<file path="config.mk">
export PLATFORM = sky130hd
export DESIGN_NAME = fp_mult_pipe
export DESIGN_NICKNAME = d
export VERILOG_FILES = /design/src/rtl/fp_mult_pipe.sv
export SDC_FILE = /design/constraint.sdc
export NUM_CORES = 2
export LEC_CHECK = 0
export BUFFER_PORTS_ARGS = -buffer_cell sky130_fd_sc_hd__buf_2
export CAP_MARGIN = 5
export CELL_PAD_IN_SITES_DETAIL_PLACEMENT = 0
export CELL_PAD_IN_SITES_GLOBAL_PLACEMENT = 1
export CORE_MARGIN = 3
export CORE_UTILIZATION = 51
export DETAILED_ROUTE_END_ITERATION = 10
export MAX_ROUTING_LAYER = met4
export PLACE_DENSITY = 0.87
export SYNTH_ARGS = -nofsm -noshare
export SYNTH_HDL_FRONTEND = slang
export SYNTH_SLANG_ARGS = --single-unit
</file>
<file path="constraint.sdc">
create_clock -name clk -period 8.1 [get_ports clk]
set_clock_uncertainty 0.05 [all_clocks]
set_input_delay 0.405 -clock clk [delete_from_list [all_inputs] [get_ports clk]]
set_output_delay 0.405 -clock clk [all_outputs]
set_load 0.005 [all_outputs]
</file>
<file path="src/rtl/fp_mult_pipe.sv">
// fp_mult_pipe: parametrised IEEE-754-style multiplier with RNE rounding, NaN/Inf/zero handling and flush-to-zero subnormals; flags port under FP_MULT_FLAGS_EN.
// Latency: 4 cycles from accept to out_valid, 1 result per cycle, order preserved.
// Backpressure: all stages freeze while out_valid && !out_ready; in_ready is simply !stall.
module fp_mult_pipe #(
    parameter int EXP_W = 8,
    parameter int MAN_W = 23
) (
    input  logic                     clk,
    input  logic                     rst,
    input  logic                     in_valid,
    output logic                     in_ready,
    input  logic [EXP_W+MAN_W:0]     a,
    input  logic [EXP_W+MAN_W:0]     b,
    output logic                     out_valid,
    input  logic                     out_ready,
    output logic [EXP_W+MAN_W:0]     result
`ifdef FP_MULT_FLAGS_EN
    ,
    output logic [3:0]               flags
`endif
);

    localparam int W    = 1 + EXP_W + MAN_W;
    localparam int BIAS = (1 << (EXP_W - 1)) - 1;
    localparam int PW   = 2 * MAN_W + 2;
    localparam int XW   = EXP_W + 2;

    localparam logic signed [XW-1:0] BIAS_X    = XW'(BIAS);
    localparam logic signed [XW-1:0] EXP_MAX_X = XW'((1 << EXP_W) - 1);
    localparam logic signed [XW-1:0] ZERO_X    = '0;

    localparam logic [W-1:0] QNAN = {1'b0, {EXP_W{1'b1}}, 1'b1, {(MAN_W-1){1'b0}}};

    typedef enum logic [2:0] {
        PK_NORM = 3'd0,
        PK_NAN  = 3'd1,
        PK_INF  = 3'd2,
        PK_ZERO = 3'd3,
        PK_OVF  = 3'd4,
        PK_UNF  = 3'd5
    } pack_kind_e;

    logic stall;

    // Stage 1 state: sign, exponents, significands and operand class summary
    logic                s1_vld_d,   s1_vld_q;
    logic                s1_sign_d,  s1_sign_q;
    logic [EXP_W-1:0]    s1_exp_a_d, s1_exp_a_q;
    logic [EXP_W-1:0]    s1_exp_b_d, s1_exp_b_q;
    logic [MAN_W:0]      s1_sig_a_d, s1_sig_a_q;
    logic [MAN_W:0]      s1_sig_b_d, s1_sig_b_q;
    logic                s1_nan_d,   s1_nan_q;
    logic                s1_inf_d,   s1_inf_q;
    logic                s1_zero_d,  s1_zero_q;

    // Stage 2 state: raw product and unbiased-sum exponent
    logic                s2_vld_d,   s2_vld_q;
    logic                s2_sign_d,  s2_sign_q;
    logic [PW-1:0]       s2_prod_d,  s2_prod_q;
    logic signed [XW-1:0] s2_exp_d,  s2_exp_q;
    logic                s2_nan_d,   s2_nan_q;
    logic                s2_inf_d,   s2_inf_q;
    logic                s2_zero_d,  s2_zero_q;

    // Stage 3 state: normalised, rounded mantissa and final exponent
    logic                s3_vld_d,   s3_vld_q;
    logic                s3_sign_d,  s3_sign_q;
    logic [MAN_W-1:0]    s3_man_d,   s3_man_q;
    logic signed [XW-1:0] s3_exp_d,  s3_exp_q;
    logic                s3_nan_d,   s3_nan_q;
    logic                s3_inf_d,   s3_inf_q;
    logic                s3_zero_d,  s3_zero_q;
`ifdef FP_MULT_FLAGS_EN
    logic                s3_inexact_d, s3_inexact_q;
    logic [3:0]          flags_d,    flags_q;
`endif

    // Stage 4 (output) state
    logic                out_vld_d,  out_vld_q;
    logic [W-1:0]        result_d,   result_q;

    // Decode helpers
    logic [EXP_W-1:0]    a_exp, b_exp;
    logic [MAN_W-1:0]    a_man, b_man;
    logic                a_zero, a_inf, a_nan, b_zero, b_inf, b_nan;

    // Normalise/round helpers
    logic                nrm_msb;
    logic [2*MAN_W:0]    nrm;
    logic [MAN_W-1:0]    nrm_man;
    logic                rnd_guard, rnd_sticky, rnd_inc;
    logic [MAN_W:0]      rnd_sum;

    pack_kind_e          pk_kind;

    assign stall     = out_vld_q && !out_ready;
    assign in_ready  = !stall;
    assign out_valid = out_vld_q;
    assign result    = result_q;
`ifdef FP_MULT_FLAGS_EN
    assign flags     = flags_q;
`endif

    // Stage 1: split fields and classify; subnormals (exp==0) count as zero
    always_comb begin
        a_exp  = a[W-2 -: EXP_W];
        b_exp  = b[W-2 -: EXP_W];
        a_man  = a[MAN_W-1:0];
        b_man  = b[MAN_W-1:0];
        a_zero = (a_exp == '0);
        b_zero = (b_exp == '0);
        a_inf  = (&a_exp) && (a_man == '0);
        b_inf  = (&b_exp) && (b_man == '0);
        a_nan  = (&a_exp) && (a_man != '0);
        b_nan  = (&b_exp) && (b_man != '0);

        s1_vld_d   = stall ? s1_vld_q : (in_valid && in_ready);
        s1_sign_d  = s1_sign_q;
        s1_exp_a_d = s1_exp_a_q;
        s1_exp_b_d = s1_exp_b_q;
        s1_sig_a_d = s1_sig_a_q;
        s1_sig_b_d = s1_sig_b_q;
        s1_nan_d   = s1_nan_q;
        s1_inf_d   = s1_inf_q;
        s1_zero_d  = s1_zero_q;
        if (!stall && in_valid) begin
            s1_sign_d  = a[W-1] ^ b[W-1];
            s1_exp_a_d = a_exp;
            s1_exp_b_d = b_exp;
            s1_sig_a_d = {1'b1, a_man};
            s1_sig_b_d = {1'b1, b_man};
            s1_nan_d   = a_nan || b_nan;
            s1_inf_d   = a_inf || b_inf;
            s1_zero_d  = a_zero || b_zero;
        end
    end

    // Stage 2: full significand product and signed exponent sum (wide enough not to wrap)
    always_comb begin
        s2_vld_d  = stall ? s2_vld_q : s1_vld_q;
        s2_sign_d = s2_sign_q;
        s2_prod_d = s2_prod_q;
        s2_exp_d  = s2_exp_q;
        s2_nan_d  = s2_nan_q;
        s2_inf_d  = s2_inf_q;
        s2_zero_d = s2_zero_q;
        if (!stall && s1_vld_q) begin
            s2_sign_d = s1_sign_q;
            s2_prod_d = PW'(s1_sig_a_q) * PW'(s1_sig_b_q);
            s2_exp_d  = $signed({2'b00, s1_exp_a_q}) + $signed({2'b00, s1_exp_b_q}) - BIAS_X;
            s2_nan_d  = s1_nan_q;
            s2_inf_d  = s1_inf_q;
            s2_zero_d = s1_zero_q;
        end
    end

    // Stage 3: normalise to [1,2), round to nearest-even, fold rounding carry into exponent
    always_comb begin
        nrm_msb    = s2_prod_q[PW-1];
        nrm        = nrm_msb ? s2_prod_q[PW-2:0] : {s2_prod_q[PW-3:0], 1'b0};
        nrm_man    = nrm[2*MAN_W -: MAN_W];
        rnd_guard  = nrm[MAN_W];
        rnd_sticky = |nrm[MAN_W-1:0];
        rnd_inc    = rnd_guard && (rnd_sticky || nrm_man[0]);
        rnd_sum    = {1'b0, nrm_man} + {{MAN_W{1'b0}}, rnd_inc};

        s3_vld_d  = stall ? s3_vld_q : s2_vld_q;
        s3_sign_d = s3_sign_q;
        s3_man_d  = s3_man_q;
        s3_exp_d  = s3_exp_q;
        s3_nan_d  = s3_nan_q;
        s3_inf_d  = s3_inf_q;
        s3_zero_d = s3_zero_q;
`ifdef FP_MULT_FLAGS_EN
        s3_inexact_d = s3_inexact_q;
`endif
        if (!stall && s2_vld_q) begin
            s3_sign_d = s2_sign_q;
            // A carry out of the rounder leaves the low MAN_W bits at zero already
            s3_man_d  = rnd_sum[MAN_W-1:0];
            s3_exp_d  = s2_exp_q + $signed({{(XW-1){1'b0}}, nrm_msb})
                                 + $signed({{(XW-1){1'b0}}, rnd_sum[MAN_W]});
            s3_nan_d  = s2_nan_q;
            s3_inf_d  = s2_inf_q;
            s3_zero_d = s2_zero_q;
`ifdef FP_MULT_FLAGS_EN
            s3_inexact_d = rnd_guard || rnd_sticky;
`endif
        end
    end

    // Stage 4 classification: specials first, then exponent range
    always_comb begin
        pk_kind = PK_NORM;
        if (s3_nan_q || (s3_inf_q && s3_zero_q)) begin
            pk_kind = PK_NAN;
        end else if (s3_inf_q) begin
            pk_kind = PK_INF;
        end else if (s3_zero_q) begin
            pk_kind = PK_ZERO;
        end else if (s3_exp_q >= EXP_MAX_X) begin
            pk_kind = PK_OVF;
        end else if (s3_exp_q <= ZERO_X) begin
            pk_kind = PK_UNF;
        end
    end

    // Stage 4: pack the result word into the output register
    always_comb begin
        out_vld_d = stall ? out_vld_q : s3_vld_q;
        result_d  = result_q;
        if (!stall && s3_vld_q) begin
            case (pk_kind)
                PK_NAN:           result_d = QNAN;
                PK_INF, PK_OVF:   result_d = {s3_sign_q, {EXP_W{1'b1}}, {MAN_W{1'b0}}};
                PK_ZERO, PK_UNF:  result_d = {s3_sign_q, {EXP_W{1'b0}}, {MAN_W{1'b0}}};
                default:          result_d = {s3_sign_q, s3_exp_q[EXP_W-1:0], s3_man_q};
            endcase
        end
    end

`ifdef FP_MULT_FLAGS_EN
    // Stage 4 flags {invalid, overflow, underflow, inexact}, registered with the result
    always_comb begin
        flags_d = flags_q;
        if (!stall && s3_vld_q) begin
            case (pk_kind)
                PK_NAN:  flags_d = 4'b1000;
                PK_OVF:  flags_d = 4'b0101;
                PK_UNF:  flags_d = 4'b0011;
                PK_NORM: flags_d = {3'b000, s3_inexact_q};
                default: flags_d = 4'b0000;
            endcase
        end
    end
`endif

    // Pipeline registers; reset drops all in-flight work
    always_ff @(posedge clk or negedge rst) begin
        if (!rst) begin
            s1_vld_q   <= 1'b0;
            s1_sign_q  <= 1'b0;
            s1_exp_a_q <= '0;
            s1_exp_b_q <= '0;
            s1_sig_a_q <= '0;
            s1_sig_b_q <= '0;
            s1_nan_q   <= 1'b0;
            s1_inf_q   <= 1'b0;
            s1_zero_q  <= 1'b0;
            s2_vld_q   <= 1'b0;
            s2_sign_q  <= 1'b0;
            s2_prod_q  <= '0;
            s2_exp_q   <= '0;
            s2_nan_q   <= 1'b0;
            s2_inf_q   <= 1'b0;
            s2_zero_q  <= 1'b0;
            s3_vld_q   <= 1'b0;
            s3_sign_q  <= 1'b0;
            s3_man_q   <= '0;
            s3_exp_q   <= '0;
            s3_nan_q   <= 1'b0;
            s3_inf_q   <= 1'b0;
            s3_zero_q  <= 1'b0;
            out_vld_q  <= 1'b0;
            result_q   <= '0;
`ifdef FP_MULT_FLAGS_EN
            s3_inexact_q <= 1'b0;
            flags_q      <= '0;
`endif
        end else begin
            s1_vld_q   <= s1_vld_d;
            s1_sign_q  <= s1_sign_d;
            s1_exp_a_q <= s1_exp_a_d;
            s1_exp_b_q <= s1_exp_b_d;
            s1_sig_a_q <= s1_sig_a_d;
            s1_sig_b_q <= s1_sig_b_d;
            s1_nan_q   <= s1_nan_d;
            s1_inf_q   <= s1_inf_d;
            s1_zero_q  <= s1_zero_d;
            s2_vld_q   <= s2_vld_d;
            s2_sign_q  <= s2_sign_d;
            s2_prod_q  <= s2_prod_d;
            s2_exp_q   <= s2_exp_d;
            s2_nan_q   <= s2_nan_d;
            s2_inf_q   <= s2_inf_d;
            s2_zero_q  <= s2_zero_d;
            s3_vld_q   <= s3_vld_d;
            s3_sign_q  <= s3_sign_d;
            s3_man_q   <= s3_man_d;
            s3_exp_q   <= s3_exp_d;
            s3_nan_q   <= s3_nan_d;
            s3_inf_q   <= s3_inf_d;
            s3_zero_q  <= s3_zero_d;
            out_vld_q  <= out_vld_d;
            result_q   <= result_d;
`ifdef FP_MULT_FLAGS_EN
            s3_inexact_q <= s3_inexact_d;
            flags_q      <= flags_d;
`endif
        end
    end

endmodule

</file>
==> results.txt <==
Post-route cell area = 30100 um^2
Final setup TNS = 0 ns
Path depth of the worst reg2reg path = 22
Initial core utilization = 52.0%
YS warnings = 0
Post-CTS Resized = 0
All-Layer GR Usage = 27.4%
Yosys cell types = 75
Area contributors post-synth = fa_1 (34%), dfrtp_1 (18%), ha_1 (8.5%)
CTS Hold Bufs = 1
# fillers = 4914
Vias post-DR = 20700
Top routing layer used = met4
Prevailing post-synth register cell = dfrtp_1
Die Y = 241 um
Fmax achieved = 0.134 GHz
Clk pin slew, worst setup/hold paths = 0.06 ns
Least-Margin Pin Slew = 1.24 ns
Clock Latency Late Sink = 0.57 ns
Min Tclk post-route = 7.47 ns
CTS tree = built
Area added between synthesis and finish = 6.57%
Cell mode on critical path = fa_1
Critical Path Max Stage Delay = 1.09 ns
Slew headroom = 17.3%
DRT Pass-1 Iters = 5
FF/Latch Area = 5050 um^2
Largest net degree at the start of global routing = 112
Crit Path Class = flip-flop to flip-flop
GRT overflow = 0
Post-synth top area share = 34.3%
Area of the die = 58300 um^2
Vias per cell = 5.39
Cells along the critical path = nand2_1 > fa_1 > fa_1 > inv_1 > fa_1 > inv_1 > fa_1 > inv_1 > fa_1 > fa_1 > inv_1 > fa_1 > inv_1 > ha_1 > a211oi_2 > o21bai_2 > a2111oi_4 > a211oi_2 > o31ai_1 > o211ai_1 > xnor2_1 > o21ai_1
Port bufs = 101
WP data required = 8.47 ns
Post-CTS Setup Bufs = 0
Synthesized area = 28200 um^2
RSZ-0062 raised after global routing = no
Antenna violations before repair = 0
Num CTS Buffers = 25
Yosys top cell by area = fa_1
Detailed placement HPWL = 56800 um
Slowest CP cell = dfrtp_1
Multi-input combinational cell area = 20500 um^2
Hold Violations, Final = 0
H-Tree Depth = 1
Final Max Tran Viols = 0
Remaining DRCs = 0
EDFF count, synth = 0
Critical path peak fanout = 25
CTS Sinks = 202
N_diodes = 0
Asr flop ratio synth = 100%
Gpl congestion = 0.930
Core Region = 54300 um^2
DIE WIDTH = 241 um
Sequential area share after synthesis = 17.9%
Routed WL = 73800 um
First-pass GRT wire length = 122000 um
Top cells by instance count after synthesis = inv_1 (574), nand2_1 (526), fa_1 (484)
Synthesized Nets = 3825
WL/cell = 19.3 um
Clock Path Buffers = 3
Met3 routed WL = 5540 um
Met2 wire len = 32700 um
Share of layout cells above drive strength 1 = 8.57%
Synthesized area per cell = 9.17 um^2
Type of origin of the critical path = flip-flop
Worst EP arrival = 7.84 ns
Row count = 85
Vias in the first global route = 22300
Syn Inst Count = 3082
Final period utilization = 92.3%
DP Worst Slack = 0.612 ns
Post-synthesis register bit count = 202
Placed Instance Area = 29300 um^2
Root buf cell = clkbuf_16
Count leader, synth = inv_1
Status = completed
Met1 Wirelength = 33500 um
Worst hold path type = primary input to flip-flop
Detail Route Antenna Nets = 0
# nets final = 3819
Boundary Pins = 102
Max_cap viols = 0
Final setup margin = 0.627 ns
Worst setup EP type = flip-flop
Count of final setup violators = 0
Hold depth = 2
DR iter-0 viols = 1171
==> cell families after synthesis <==
group,synth area share (%)
DFF,17.9
adders and majority gates,42.8
and+or+nand+nor,17.2
buffers and inverters,9.79
xor gates and xnor gates,2.48
muxes,3.52
AOI/OAI and AO/OA,6.31
==> area by class of cell <==
| cell class | count | area share (%) |
|---|---|---|
| Inverter | 574 | 7.16 |
| Timing Repair Buffer | 125 | 2.31 |
| Clock inverter | 13 | 0.528 |
| Multi-Input combinational cell | 2148 | 67.9 |
| Clock buffer | 30 | 2.21 |
| Tap cell | 739 | 3.07 |
| Sequential cell | 202 | 16.8 |
==> flip-flops by register name, indices dropped and copies added, names as in the netlist, 8 cells and up <==
name / flops
s1_sig_a_q: 24
result: 32
s1_sig_b_q: 23
s2_exp_q: 10
s3_exp_q: 10
s2_prod_q: 48
s1_exp_b_q: 8
s3_man_q: 23
s1_exp_a_q: 8
==> path summary, 6_finish.rpt <==
kind | start | to | slack [ns]
setup / recovery | s1_sig_b_q[9] | s2_prod_q[44] | 0.63
hold / removal | b[19] | s1_sig_b_q[19] | 0.04
setup reg to reg | s1_sig_b_q[9] | s2_prod_q[44] | 0.63
hold reg to reg | s1_sign_q | s2_sign_q | 0.42
max in group asynchronous | rst | s1_sig_b_q[9] | 6.21
min in group asynchronous | rst | result[27] | 0.37
==> placed cells by master (no fill, tap or decap), drive strengths merged, types with 4 or more instances in the layout <==
master  synthesis  routed
a21o           16      16
mux2           75      75
xnor2          44      44
a221oi          4       4
dfrtp         202     202
clkbuf        143      31
a31oi           6       6
buf            15     123
nor4           18      18
or2             5       5
or3             6       6
xor2           36      36
and2          293     293
a211oi          6       6
nand4          23      23
mux2i          15      15
nand3          27      27
clkinv          0       4
o211ai          5       5
fa            484     484
o21ai         141     141
a21oi          68      68
nor3           20      20
o21bai         12      12
nand2         526     526
a21boi          5       5
o31ai          10      10
nor2b           8       8
nand3b          4       4
and3            9       9
nand2b          5       5
ha            191     191
nor2           54      54
inv           574     578
==> metal layers <==
metal / vias up / global-route usage (%)
met5: - / -
met4: 0 / 7.41
met3: 135 / 4.42
met2: 722 / 41.4
met1: 10400 / 38.8
li1: 9398 / -
==> stage by stage <==
stage / util (%) / instances / hold WS (ns)
after global placement: 53.9 / 3787 / 0.400
after detailed placement: 53.9 / 3787 / 0.404
after floorplan: - / 3082 / 0.0594
after global routing: 55.4 / 3831 / 0.0251
after CTS: 55.4 / 3831 / 0.00848
final: 55.4 / 3831 / 0.0374
==> worst max-delay path: cells and delay by family, from the launching register on <==
family	cells	cell delay (ns)
simple gates	1	0.19
buf+inv	5	0.26
fa+ha+maj	8	3.90
xor+xnor	1	0.17
flops	1	1.09
compound gates	7	1.61
Power is left out: the tool's default activity adds up to more than one toggle a clock period on the data nets, which glitch-free logic cannot reach.
